`src/rtl/mode_sequencer_pkg.sv`:
```
// Shared encodings for the watch mode sequencer: FSM states, mode LED patterns
// and the small helpers that map between them.
package mode_sequencer_pkg;

    typedef enum logic [1:0] {
        WATCH     = 2'd0,
        COOK      = 2'd1,
        STOPWATCH = 2'd2,
        ALARM     = 2'd3
    } mode_state_t;

    localparam logic [2:0] LED_WATCH     = 3'b001;
    localparam logic [2:0] LED_COOK      = 3'b010;
    localparam logic [2:0] LED_STOPWATCH = 3'b100;
    localparam logic [2:0] LED_OFF       = 3'b000;

    function automatic mode_state_t next_mode(input mode_state_t s);
        mode_state_t n;
        case (s)
            WATCH:     n = COOK;
            COOK:      n = STOPWATCH;
            default:   n = WATCH;
        endcase
        return n;
    endfunction

    // ALARM blinks the COOK LED in step with the buzzer
    function automatic logic [2:0] led_for(input mode_state_t s, input logic buz);
        logic [2:0] led;
        case (s)
            WATCH:     led = LED_WATCH;
            COOK:      led = LED_COOK;
            STOPWATCH: led = LED_STOPWATCH;
            default:   led = buz ? LED_COOK : LED_OFF;
        endcase
        return led;
    endfunction

endpackage

```
`src/rtl/mode_sequencer_edge_detector_p.sv`:
```
// Registered rising/falling edge detector; p_edge/n_edge are valid the cycle
// after the input is first sampled at its new level.
module edge_detector_p (
    input  logic clk,
    input  logic reset_p,
    input  logic cp,
    output logic p_edge,
    output logic n_edge
);

    logic ff_cur;
    logic ff_old;

    always_ff @(posedge clk or posedge reset_p) begin
        if (reset_p) begin
            ff_cur <= 1'b0;
            ff_old <= 1'b0;
        end else begin
            ff_cur <= cp;
            ff_old <= ff_cur;
        end
    end

    assign p_edge = ff_cur & ~ff_old;
    assign n_edge = ~ff_cur & ff_old;

endmodule

```
`src/rtl/mode_sequencer.sv`:
```
// Top-level watch controller: shares buttons, display and buzzer among the
// watch, cook_timer and stop_watch functions, with a cook alarm override.
//
// state     | meaning
// ----------+-----------------------------------------------------------
// WATCH     | fn buttons drive watch_btn, display shows watch time
// COOK      | fn buttons drive cook_timer, display shows cook time
// STOPWATCH | fn buttons drive stop_watch, display shows stopwatch
// ALARM     | buzzer beeps; ack/timeout clears cook_timer, returns to a mode
module mode_sequencer
    import mode_sequencer_pkg::*;
#(
    parameter int unsigned CLK_HZ           = 100_000_000,
    parameter int unsigned BEEP_HALF_PERIOD = 25_000_000,
    parameter int unsigned ALARM_TIMEOUT_S  = 10
) (
    input  logic       clk,
    input  logic       reset_p,
    input  logic       btn_mode,
    input  logic [2:0] btn_fn,
    input  logic [7:0] watch_min,
    input  logic [7:0] watch_sec,
    input  logic [7:0] cook_min,
    input  logic [7:0] cook_sec,
    input  logic       cook_alarm,
    input  logic [7:0] sw_sec,
    input  logic [7:0] sw_csec,
    output logic [2:0] watch_btn,
    output logic       cook_start_pause,
    output logic       cook_add_30s,
    output logic       cook_clear,
    output logic       sw_start,
    output logic       sw_lap_btn,
    output logic       sw_clear,
    output logic [7:0] disp_hi,
    output logic [7:0] disp_lo,
    output logic [2:0] mode_led,
    output logic       buzzer
);

    localparam int PRE_W  = ($clog2(CLK_HZ) < 1)           ? 1 : $clog2(CLK_HZ);
    localparam int BEEP_W = ($clog2(BEEP_HALF_PERIOD) < 1) ? 1 : $clog2(BEEP_HALF_PERIOD);
    localparam int SEC_W  = ($clog2(ALARM_TIMEOUT_S) < 1)  ? 1 : $clog2(ALARM_TIMEOUT_S);

    localparam logic [PRE_W-1:0]  PRE_TC  = PRE_W'(CLK_HZ - 1);
    localparam logic [BEEP_W-1:0] BEEP_TC = BEEP_W'(BEEP_HALF_PERIOD - 1);
    localparam logic [SEC_W-1:0]  SEC_TC  = SEC_W'(ALARM_TIMEOUT_S - 1);

    logic       mode_rise;
    logic       alarm_rise;
    logic       alarm_fall;
    logic [2:0] fn_rise;
    logic [3:0] unused_btn_fall;

    edge_detector_p u_ed_mode (
        .clk     (clk),
        .reset_p (reset_p),
        .cp      (btn_mode),
        .p_edge  (mode_rise),
        .n_edge  (unused_btn_fall[3])
    );

    for (genvar i = 0; i < 3; i++) begin : g_fn_ed
        edge_detector_p u_ed_fn (
            .clk     (clk),
            .reset_p (reset_p),
            .cp      (btn_fn[i]),
            .p_edge  (fn_rise[i]),
            .n_edge  (unused_btn_fall[i])
        );
    end

    edge_detector_p u_ed_alarm (
        .clk     (clk),
        .reset_p (reset_p),
        .cp      (cook_alarm),
        .p_edge  (alarm_rise),
        .n_edge  (alarm_fall)
    );

    mode_state_t state, state_next, ret_mode;

    logic [PRE_W-1:0]  pre_cnt;
    logic [BEEP_W-1:0] beep_cnt;
    logic [SEC_W-1:0]  sec_cnt;
    logic              beep_tc;
    logic              pre_tc;
    logic              timeout;

    assign beep_tc = (beep_cnt == BEEP_TC);
    assign pre_tc  = (pre_cnt == PRE_TC);
    assign timeout = (state == ALARM) && pre_tc && (sec_cnt == SEC_TC);

    always_ff @(posedge clk or posedge reset_p) begin
        if (reset_p) begin
            state <= WATCH;
        end else begin
            state <= state_next;
        end
    end

    always_comb begin
        state_next = state;
        case (state)
            ALARM: begin
                if (alarm_fall)     state_next = ret_mode;
                else if (mode_rise) state_next = ret_mode;
                else if (|fn_rise)  state_next = COOK;
                else if (timeout)   state_next = ret_mode;
            end
            default: begin
                if (alarm_rise)     state_next = ALARM;
                else if (mode_rise) state_next = next_mode(state);
            end
        endcase
    end

    logic [2:0] watch_btn_n;
    logic       cook_start_pause_n, cook_add_30s_n, cook_clear_n;
    logic       sw_start_n, sw_lap_btn_n, sw_clear_n;
    logic       buzzer_n;
    logic [2:0] mode_led_n;

    always_comb begin
        watch_btn_n        = 3'b000;
        cook_start_pause_n = 1'b0;
        cook_add_30s_n     = 1'b0;
        cook_clear_n       = 1'b0;
        sw_start_n         = 1'b0;
        sw_lap_btn_n       = 1'b0;
        sw_clear_n         = 1'b0;
        buzzer_n           = buzzer;
        case (state)
            ALARM: begin
                if (alarm_fall) begin
                    buzzer_n = 1'b0;
                end else if (mode_rise || (|fn_rise) || timeout) begin
                    cook_clear_n = 1'b1;
                    buzzer_n     = 1'b0;
                end else if (beep_tc) begin
                    buzzer_n = ~buzzer;
                end
            end
            default: begin
                buzzer_n = 1'b0;
                if (alarm_rise) begin
                    buzzer_n = 1'b1;
                end else if (!mode_rise) begin
                    case (state)
                        WATCH: watch_btn_n = fn_rise;
                        COOK: begin
                            cook_start_pause_n = fn_rise[0];
                            cook_add_30s_n     = fn_rise[1];
                            cook_clear_n       = fn_rise[2];
                        end
                        STOPWATCH: begin
                            sw_start_n   = fn_rise[0];
                            sw_lap_btn_n = fn_rise[1];
                            sw_clear_n   = fn_rise[2];
                        end
                        default: ;
                    endcase
                end
            end
        endcase
        mode_led_n = led_for(state_next, buzzer_n);
    end

    always_ff @(posedge clk or posedge reset_p) begin
        if (reset_p) begin
            watch_btn        <= 3'b000;
            cook_start_pause <= 1'b0;
            cook_add_30s     <= 1'b0;
            cook_clear       <= 1'b0;
            sw_start         <= 1'b0;
            sw_lap_btn       <= 1'b0;
            sw_clear         <= 1'b0;
            buzzer           <= 1'b0;
            mode_led         <= LED_WATCH;
        end else begin
            watch_btn        <= watch_btn_n;
            cook_start_pause <= cook_start_pause_n;
            cook_add_30s     <= cook_add_30s_n;
            cook_clear       <= cook_clear_n;
            sw_start         <= sw_start_n;
            sw_lap_btn       <= sw_lap_btn_n;
            sw_clear         <= sw_clear_n;
            buzzer           <= buzzer_n;
            mode_led         <= mode_led_n;
        end
    end

    // Counters sit at zero outside ALARM, so every ALARM entry starts fresh
    always_ff @(posedge clk or posedge reset_p) begin
        if (reset_p) begin
            pre_cnt  <= '0;
            beep_cnt <= '0;
            sec_cnt  <= '0;
            ret_mode <= WATCH;
        end else if (state != ALARM) begin
            pre_cnt  <= '0;
            beep_cnt <= '0;
            sec_cnt  <= '0;
            if (alarm_rise) ret_mode <= state;
        end else begin
            beep_cnt <= beep_tc ? '0 : beep_cnt + 1'b1;
            pre_cnt  <= pre_tc ? '0 : pre_cnt + 1'b1;
            if (pre_tc) sec_cnt <= (sec_cnt == SEC_TC) ? '0 : sec_cnt + 1'b1;
        end
    end

    always_ff @(posedge clk or posedge reset_p) begin
        if (reset_p) begin
            disp_hi <= 8'd0;
            disp_lo <= 8'd0;
        end else begin
            case (state)
                WATCH: begin
                    disp_hi <= watch_min;
                    disp_lo <= watch_sec;
                end
                STOPWATCH: begin
                    disp_hi <= sw_sec;
                    disp_lo <= sw_csec;
                end
                default: begin
                    disp_hi <= cook_min;
                    disp_lo <= cook_sec;
                end
            endcase
        end
    end

endmodule

```
`config.mk`:
```
export PLATFORM = sky130hd
export DESIGN_NAME = mode_sequencer
export DESIGN_NICKNAME = d
export VERILOG_FILES = /design/src/rtl/mode_sequencer_pkg.sv /design/src/rtl/mode_sequencer_edge_detector_p.sv /design/src/rtl/mode_sequencer.sv
export SDC_FILE = /design/constraint.sdc
export NUM_CORES = 1
export LEC_CHECK = 0
export ABC_AREA = 1
export BUFFER_PORTS_ARGS = -buffer_cell sky130_fd_sc_hd__buf_2
export CORE_MARGIN = 5
export CORE_UTILIZATION = 44
export CTS_BUF_LIST = sky130_fd_sc_hd__clkbuf_4 sky130_fd_sc_hd__clkbuf_8
export CTS_CLUSTER_SIZE = 14
export DETAILED_ROUTE_END_ITERATION = 8
export PLACE_DENSITY_LB_ADDON = 0.2
export SYNTH_ARGS = -nofsm -noshare
export SYNTH_HDL_FRONTEND = slang
export SYNTH_SLANG_ARGS = --single-unit
```
`constraint.sdc`:
```
create_clock -name clk -period 3 [get_ports clk]
set_input_delay 0 -clock clk [delete_from_list [all_inputs] [get_ports clk]]
set_output_delay 0 -clock clk [all_outputs]
set_load 0.01 [all_outputs]
```
# == Yosys cells after proc, flatten, opt, wreduce, memory -nomap -nowiden ==
# Index checks and enable logic that the tools add are counted.
# totals
word_cells,114
out_inout_bits,29
register_bits,99
# op_classes
add_sub_neg,3
n_reduce_logical,9
mux,54
n_eq_ne,9
bitwise,13
# op_table
op,n
27-bit 2-to-1 mux,2
25-bit 2-to-1 mux,2
8-bit one-hot mux with 2 select lines,2
1-bit 2-to-1 mux,31
"27-bit by 1-bit adder with 27-bit output, second input constant",1
"27-bit equality test, second input constant",1
"25-bit by 1-bit adder with 25-bit output, second input constant",1
"25-bit equality test, second input constant",1
2-bit 2-to-1 mux,8
3-bit 2-to-1 mux,4
4-bit 2-to-1 mux,3
3-bit one-hot mux with 3 select lines,1
1-bit inverter,7
1-bit AND,6
"2-bit equality test, second input constant",3
"4-bit by 1-bit adder with 4-bit output, second input constant",1
"2-bit by 1-bit equality test with 1-bit output, second input constant",2
"4-bit equality test, second input constant",1
2-bit zero test,2
2-bit one-hot mux with 2 select lines,1
3-bit OR reduction,1
1-bit logical AND,2
1-bit logical OR,2
"2-bit != test, second input constant",1
other kinds (2),2

# == Depth between registers and ports, before layout ==
# Gate-level depths: netlist (run 1).
# depth
ltp_word,10
depth_mapped,12

# == Hierarchy ==
# From an unflattened synthesis (run 1), not the netlist that was laid out.
# hier_totals
hier_cells,615
area_unflattened_um2,5033.6
# by_module_without_submodules
mod,cells_per_inst,instances,area_each_um2,seq_area_each_um2
mode_sequencer,580,1,4689.5,2228.4
edge_detector_p,7,5,68.8,50.0

# == Worst setup path before layout (run 1) ==
# OpenSTA, ideal clock, no wires.
# synth_timing
kind,register to register
startpoint,reg beep_cnt[0]
endpoint,reg beep_cnt[21]
setup_ps,119
setup_slack_ps,1407
path_stages_with_launch,11
arrival_ps,1474
period_less_slack_ps,1593
path_cell_list,dfrtp_1 > ha_1 > nand2_1 > nor2_4 > nand3_2 > nor3_1 > nand3_1 > nand2_2 > clkbuf_8 > a21oi_1 > o21a_1
# synth_via
elab_chain_len,3
word_cells_on_any_way,4
# synth_lines
item,line,text
start: declaration,mode_sequencer.sv:84,logic [BEEP_W-1:0] beep_cnt;
start signal: assignment,mode_sequencer.sv:206,beep_cnt <= beep_tc ? '0 : beep_cnt + 1'b1;
25-bit by 1-bit adder with 25-bit output or 25-bit equality test (tied branches),"mode_sequencer.sv:206, mode_sequencer.sv:90",
25-bit 2-to-1 mux *,mode_sequencer.sv:206,
25-bit 2-to-1 mux *,mode_sequencer.sv:200,end else if (state != ALARM) begin
# Every way passes the cells marked *; elsewhere a longest branch is shown, timed or not.
# A chain may end at the register's enable or synchronous reset.

# == Worst setup path in the final report (run 1) ==
# layout_timing
startpoint,reg state[0]
endpoint,reg disp_hi[5]
# layout_via
elab_chain_len,2
word_cells_on_any_way,3
# layout_lines
item,line,text
start: declaration,mode_sequencer.sv:81,"mode_state_t state, state_next, ret_mode;"
start signal: assignment,mode_sequencer.sv:98,state <= state_next;
2-bit equality test or 2-bit zero test (tied branches),mode_sequencer.sv:217,case (state)
8-bit one-hot mux with 2 select lines *,mode_sequencer.sv:217,
end signal: assignment,mode_sequencer.sv:219,disp_hi <= watch_min;
end signal: assignment,mode_sequencer.sv:223,disp_hi <= sw_sec;
end signal: assignment,mode_sequencer.sv:227,disp_hi <= cook_min;
end: declaration,mode_sequencer.sv:35,"output logic [7:0] disp_hi,"
# Marked as above.

==> impl_metrics.py, run 1 <==
metrics = {
    "sta": {
        "slew_headroom_pct": 47.7,
        "worst_slack_ps": 730,
        "tightest_slew_ps": 784,
        "fmax_mhz": 441,
        "finalSetupViolCount": 0,
        "fin_tns_setup_ps": 0,
        "slew_viol_final": 0,
        "fin_crit_sh_pct": 75.7,
        "hold_viol": 0,
        "rsz0062_at_grt": "no",
        "skew_ps": 10.7,
        "min_period_ps": 2270,
    },
    "placement": {
        "io_buffers": 83,
        "dpl.hpwl_um": 8150,
        "finalWeightedCongestion": 0.864,
        "dp_slack_ps": 1030,
        "placed_cells": 817,
    },
    "yosys": {
        "synth_xor_area_share_pct": 2.14,
        "synth-main-ff-cell": "dfrtp_1",
        "syn_inst": 595,
        "muxShareOfSynthArea_pct": 0,
        "synth_warnings": 0,
        "synth_top_family_by_area": "simple AND/OR/NAND/NOR gates",
        "syn_nets": 654,
        "synth_cell_types": 39,
        "netlist_area_um2": 4910,
        "synth_compound_area_share_pct": 7.89,
        "synth-edff-count": 0,
        "ys_seq_area_share_pct": 50.4,
        "synth-adder-area-share_pct": 1.02,
        "synth.ff_latch_count": 99,
        "syn_avg_cell_area_um2": 8.26,
        "synthArstFlopShare_pct": 100,
        "yosys.area_share.simple_pct": 31.9,
    },
    "grt": {
        "grt_usage_pct": 18.3,
        "gr-total-overflow": 0,
        "grt_pass1_vias": 4276,
        "grt_pass1_wl_um": 19800,
        "antenna_found_initial": 0,
        "grt_max_degree": 64,
    },
    "status": {
        "status": "completed",
    },
    "detailed_routing": {
        "drc": 0,
        "vias": 4343,
        "wire_per_inst_um": 13.0,
        "drtIter0Drc": 253,
        "vias_per_cell": 4.98,
        "antenna_left": 0,
        "wl_um": 11400,
        "drt_pass1_iterations": 4,
    },
    "layout": {
        "mostFrequentLayoutCell": "nand2_1",
        "fillCellCount": 935,
        "stdcell_count": 872,
        "area_delta_synth_final_pct": 24.0,
        "fin_nets": 786,
        "drive_above_1_share_pct": 19.5,
        "layout_common_cells": "nand2_1 (138), dfrtp_1 (98), nor2_1 (91)",
        "num_antenna_cells": 0,
    },
    "worst_setup_path": {
        "critical_path_class": "flip-flop to flip-flop",
        "cp-start-kind": "flip-flop",
        "crit_fanout": 20,
        "cp.arrival_ps": 2520,
        "worst_setup_path_end_kind": "flip-flop",
        "crit_required_ps": 3250,
    },
    "power_and_ir_drop": {
        "p_leak_nw": 2.86,
        "peakVddDrop_mv": 0.369,
        "power-per-cell-area_nw_per_um2": 607,
    },
    "flow_run": {
        "cap_violations": 0,
    },
    "cts": {
        "clkSinkCount": 99,
        "cts_buffer_depth": 2,
        "clk_pin_slew_ps": 90,
        "insertion_delay_ps": 360,
        "cts_tree": "done",
        "postCtsSetupBuffers": 0,
        "htree_levels": 3,
        "root_buffer": "clkbuf_8",
        "cts_buffers": 9,
    },
    "die": {
        "initial_core_util_pct": 45.1,
        "coreArea_um2": 10900,
        "chipHeight_um": 116,
        "die_w_um": 116,
        "die_area_um2": 13400,
        "rows": 38,
        "top_level_ports": 84,
    },
    "hold_path": {
        "hold_class": "input pin to flip-flop",
    },
}
-- power breakdown --
| group | switching, mW | total [mW] | internal [mW] |
|---|---|---|---|
| Sequential | 0.0747 | 1.60 | 1.53 |
| Clock | 0.463 | 0.860 | 0.397 |
| Combinational | 0.716 | 1.24 | 0.520 |
| Total | 1.25 | 3.70 | 2.45 |
-- synthesized netlist by cell type, types with 5 or more instances --
cell type / n / share of area (%)
inv_1: 72 / 5.5
nand2_2: 7 / 0.89
nor2_4: 7 / 1.6
xor2_1: 9 / 1.6
dfrtp_1: 98 / 50
nor3_1: 20 / 2.0
a22oi_1: 6 / 0.92
o21ai_0: 19 / 1.9
nor2_1: 91 / 7.0
a21oi_1: 25 / 2.5
nand2_1: 138 / 11
nand3_2: 5 / 1.0
nor4_1: 5 / 0.64
nand4_1: 9 / 1.1
o21a_1: 8 / 1.2
nor2_2: 7 / 0.89
nand3_1: 29 / 3.0
-- what timing repair did --
action	CTS	global route
hold buffers	39	0
gates resized for setup	0	0
endpoints found under the hold margin	81	0
-- cell type report --
cell class	instances	area, um2	share of cell area [%]
multi-input cells	415	2110	34.7
well taps	140	175	2.87
clock inverters	6	65.1	1.07
clock buffers	10	131	2.16
repair buffers	128	851	14.0
inverters	74	280	4.60
flip-flops and latches	99	2480	40.7
-- path summary, 6_finish.rpt --
check,startpoint,to,slack [ps],cells past startpoint
max in group asynchronous,reset_p,pre_cnt[17],1890,4
worst max register to register,state[0],disp_hi[5],730,7
worst max-delay path,state[0],disp_hi[5],730,7
min in group asynchronous,reset_p,watch_btn[0],330,3
worst min-delay path,btn_fn[0],g_fn_ed[0].u_ed_fn.ff_cur,280,2
worst min register to register,u_ed_mode.ff_cur,u_ed_mode.ff_old,380,0
-- routing by layer --
| layer | track usage, % | wire, um | vias to the layer above |
|---|---|---|---|
| li1 | - | - | 2169 |
| met1 | 24.7 | 5200 | 2031 |
| met2 | 29.1 | 5160 | 127 |
| met3 | 5.74 | 875 | 16 |
| met4 | 4.33 | 138 | 0 |
| met5 | 0 | 0 | - |
-- stage by stage --
stage	utilization, %	power [mW]	instance area (um2)	hold WS [ps]
finish	56.0	3.70	6090	280
global route	56.0	3.96	6090	266
CTS	56.0	3.73	6090	261
detailed placement	50.6	2.67	5510	110
global placement	50.6	2.65	5510	110
floorplan	-	2.30	4910	31.4
-- cells by family (layout without fill, tap and decap cells) --
group,after synthesis,after routing
simple gates,333,333
fa+ha+maj,4,4
flops,99,99
buf+inv,81,218
xor+xnor,12,12
compound gates,66,66
-- sequential cells by signal (all words and copies together), names as in the netlist, 2 cells and up --
name,count
sec_cnt,4
watch_btn,3
ret_mode,2
disp_hi,8
disp_lo,8
pre_cnt,27
state,2
mode_led,3
beep_cnt,25
g_fn_ed.u_ed_fn.ff_old,3
g_fn_ed.u_ed_fn.ff_cur,3
-- worst max-delay path, cell delays in order (launching register included) --
cell and delay, ps:
dfrtp_1 350, buf_4 240, nor2_1 70, buf_4 200, a22oi_1 140, dlygate4sd3_1 560, nand2_1 40, dlygate4sd3_1 550
(Power assumes the default switching activity.)
==> run 2, diff against run 1 <==
==> constraint.sdc (replaced) <==
create_clock -name clk -period 2.1 [get_ports clk]
set_input_delay 0 -clock clk [delete_from_list [all_inputs] [get_ports clk]]
set_output_delay 0 -clock clk [all_outputs]
set_load 0.01 [all_outputs]
==> run 2 against run 1 <==
Against the previous run: combinational power grew 47%; die area is the same; critical path depth grew 2; highest routed layer unchanged; clock power grew 51%; power grew 47%; register-to-register slack lost 470 ps; via count grew 0.32%; first-iteration DRC count shrank 32%; worst setup slack lost 470 ps.
==> impl_metrics.py, run 2 (synthesis gave the netlist of run 1 again) <==
metrics = {
    "detailed_routing": {
        "antenna_left": 0,
        "drtIter0Drc": 173,
        "drt_pass1_iterations": 4,
        "vias_per_cell": 4.97,
        "wl_um": 11600,
        "drc": 0,
        "vias": 4357,
        "wire_per_inst_um": 13.3,
    },
    "grt": {
        "grt_usage_pct": 19.0,
        "antenna_found_initial": 0,
        "grt_max_degree": 31,
        "grt_pass1_vias": 4482,
        "grt_pass1_wl_um": 20300,
        "gr-total-overflow": 0,
    },
    "placement": {
        "dpl.hpwl_um": 8470,
        "place_area_um2": 5560,
        "finalWeightedCongestion": 0.922,
        "io_buffers": 83,
    },
    "cts": {
        "htree_levels": 3,
        "clk_pin_slew_ps": 100,
        "cts_buffer_depth": 2,
        "cts_resized": 0,
        "insertion_delay_ps": 380,
        "cts_tree": "done",
        "cts_buffers": 9,
        "root_buffer": "clkbuf_8",
        "clkSinkCount": 99,
    },
    "layout": {
        "num_antenna_cells": 0,
        "regMostFlops": "pre_cnt",
        "drive_above_1_share_pct": 20.1,
        "fin_nets": 790,
        "stdcell_area_um2": 6150,
        "largest_register_ffs": 27,
        "area_delta_synth_final_pct": 25.1,
        "layout_common_cells": "nand2_1 (138), dfrtp_1 (98), nor2_1 (91)",
        "top_regs": "pre_cnt: 27 flops, beep_cnt: 25 flops",
        "mostFrequentLayoutCell": "nand2_1",
    },
    "power_and_ir_drop": {
        "power-per-cell-area_nw_per_um2": 882,
        "p_leak_nw": 2.89,
        "peakVddDrop_mv": 0.833,
    },
    "die": {
        "die_w_um": 116,
        "chipHeight_um": 116,
        "die_area_um2": 13400,
        "top_level_ports": 84,
        "coreArea_um2": 10900,
        "rows": 38,
        "initial_core_util_pct": 45.1,
    },
    "sta": {
        "slew_viol_final": 0,
        "rsz0062_at_grt": "no",
        "min_period_ps": 1840,
        "slew_headroom_pct": 52.8,
        "fin_tns_setup_ps": 0,
        "tightest_slew_ps": 707,
        "fmax_mhz": 544,
        "finalSetupViolCount": 0,
        "hold_viol": 0,
        "fin_crit_sh_pct": 87.5,
        "skew_ps": 10.3,
    },
    "flow_run": {
        "cap_violations": 0,
    },
    "worst_setup_path": {
        "cp.arrival_ps": 2140,
        "critical_path_class": "flip-flop to flip-flop",
        "worst_setup_path_end_kind": "flip-flop",
        "rr_startpoint": "pre_cnt[0]",
        "cp-start-kind": "flip-flop",
        "crit_start": "pre_cnt[0]",
        "crit_required_ps": 2410,
        "crit_fanout": 14,
        "r2r_end": "pre_cnt[13]",
        "rr_worst_depth": 9,
        "setup.worst_path.end": "pre_cnt[13]",
        "r2r_setup_slack_ps": 260,
    },
    "status": {
        "status": "completed",
    },
    "hold_path": {
        "hold_class": "input pin to flip-flop",
        "hp-start": "btn_mode",
    },
}
==> run 2: cell count changes in the layout (fill, tap and decap cells not counted) <==
cell,delta
clkinv_2,-1
buf_4,+4
buf_12,+1
clkbuf_4,-1
inv_4,-1
clkinvlp_4,+1
inv_8,+3
dlygate4sd3_1,-1
inv_6,-1
==> run 2: metal layers <==
| layer | up-vias | wire length, um | track usage [%] |
|---|---|---|---|
| met5 | - | 0 | 0 |
| met3 | 18 | 697 | 5.85 |
| met1 | 2042 | 5100 | 23.3 |
| li1 | 2185 | - | - |
| met4 | 0 | 163 | 5.88 |
| met2 | 112 | 5680 | 32.1 |
==> run 2: where the power goes <==
group          internal, mW  leakage [nW]  switching (mW)
sequential             2.19          1.31           0.115
combinational         0.774          1.47            1.04
clock                 0.575         0.105           0.729
total                  3.53          2.89            1.89
==> run 2: layout make-up <==
cell class                 count  area (um2)
multi-input combinational    415        2110
sequential                    99        2480
tap                          140         175
clock buffer                   9         124
inverter                      74         282
fill                         955        4740
clock inverter                 7        85.1
timing repair buffer         132         891
==> run 2: worst max-delay path, cell delays in order (launching register included) <==
cell	delay, ps
dfrtp_1	420
ha_1	240
nand3_1	140
nor2_1	80
nand2_1	90
nor2_1	70
nor2_2	210
buf_4	250
o21ai_0	120
a21oi_1	140
==> run 2: how the worst min path moves through the flow <==
stage / to / slack [ps] / cells after the start
floorplan: g_fn_ed[0].u_ed_fn.ff_cur / 30 / 0
global placement: g_fn_ed[2].u_ed_fn.ff_cur / 110 / 1
detailed placement: g_fn_ed[1].u_ed_fn.ff_cur / 110 / 1
CTS: g_fn_ed[2].u_ed_fn.ff_cur / 230 / 2
global route: u_ed_mode.ff_cur / 240 / 2
finish: u_ed_mode.ff_cur / 250 / 2
==> run 2: repair_timing <==
item | in CTS | in global routing
endpoints found under the hold margin | 47 | 0
setup buffers | 0 | 0
hold buffers | 38 | 0
==> run 2: per-stage QoR <==
stage	worst slack [ps]	power (mW)	cells	utilization (%)	hold slack (ps)
2_1_floorplan	507	3.28	595	-	31.4
3_3_place_gp	366	3.84	822	51.0	110
3_5_place_dp	286	3.88	822	51.0	110
4_1_cts	252	5.47	876	56.5	227
5_1_grt	49.2	5.77	876	56.5	242
6_report	262	5.42	876	56.5	252
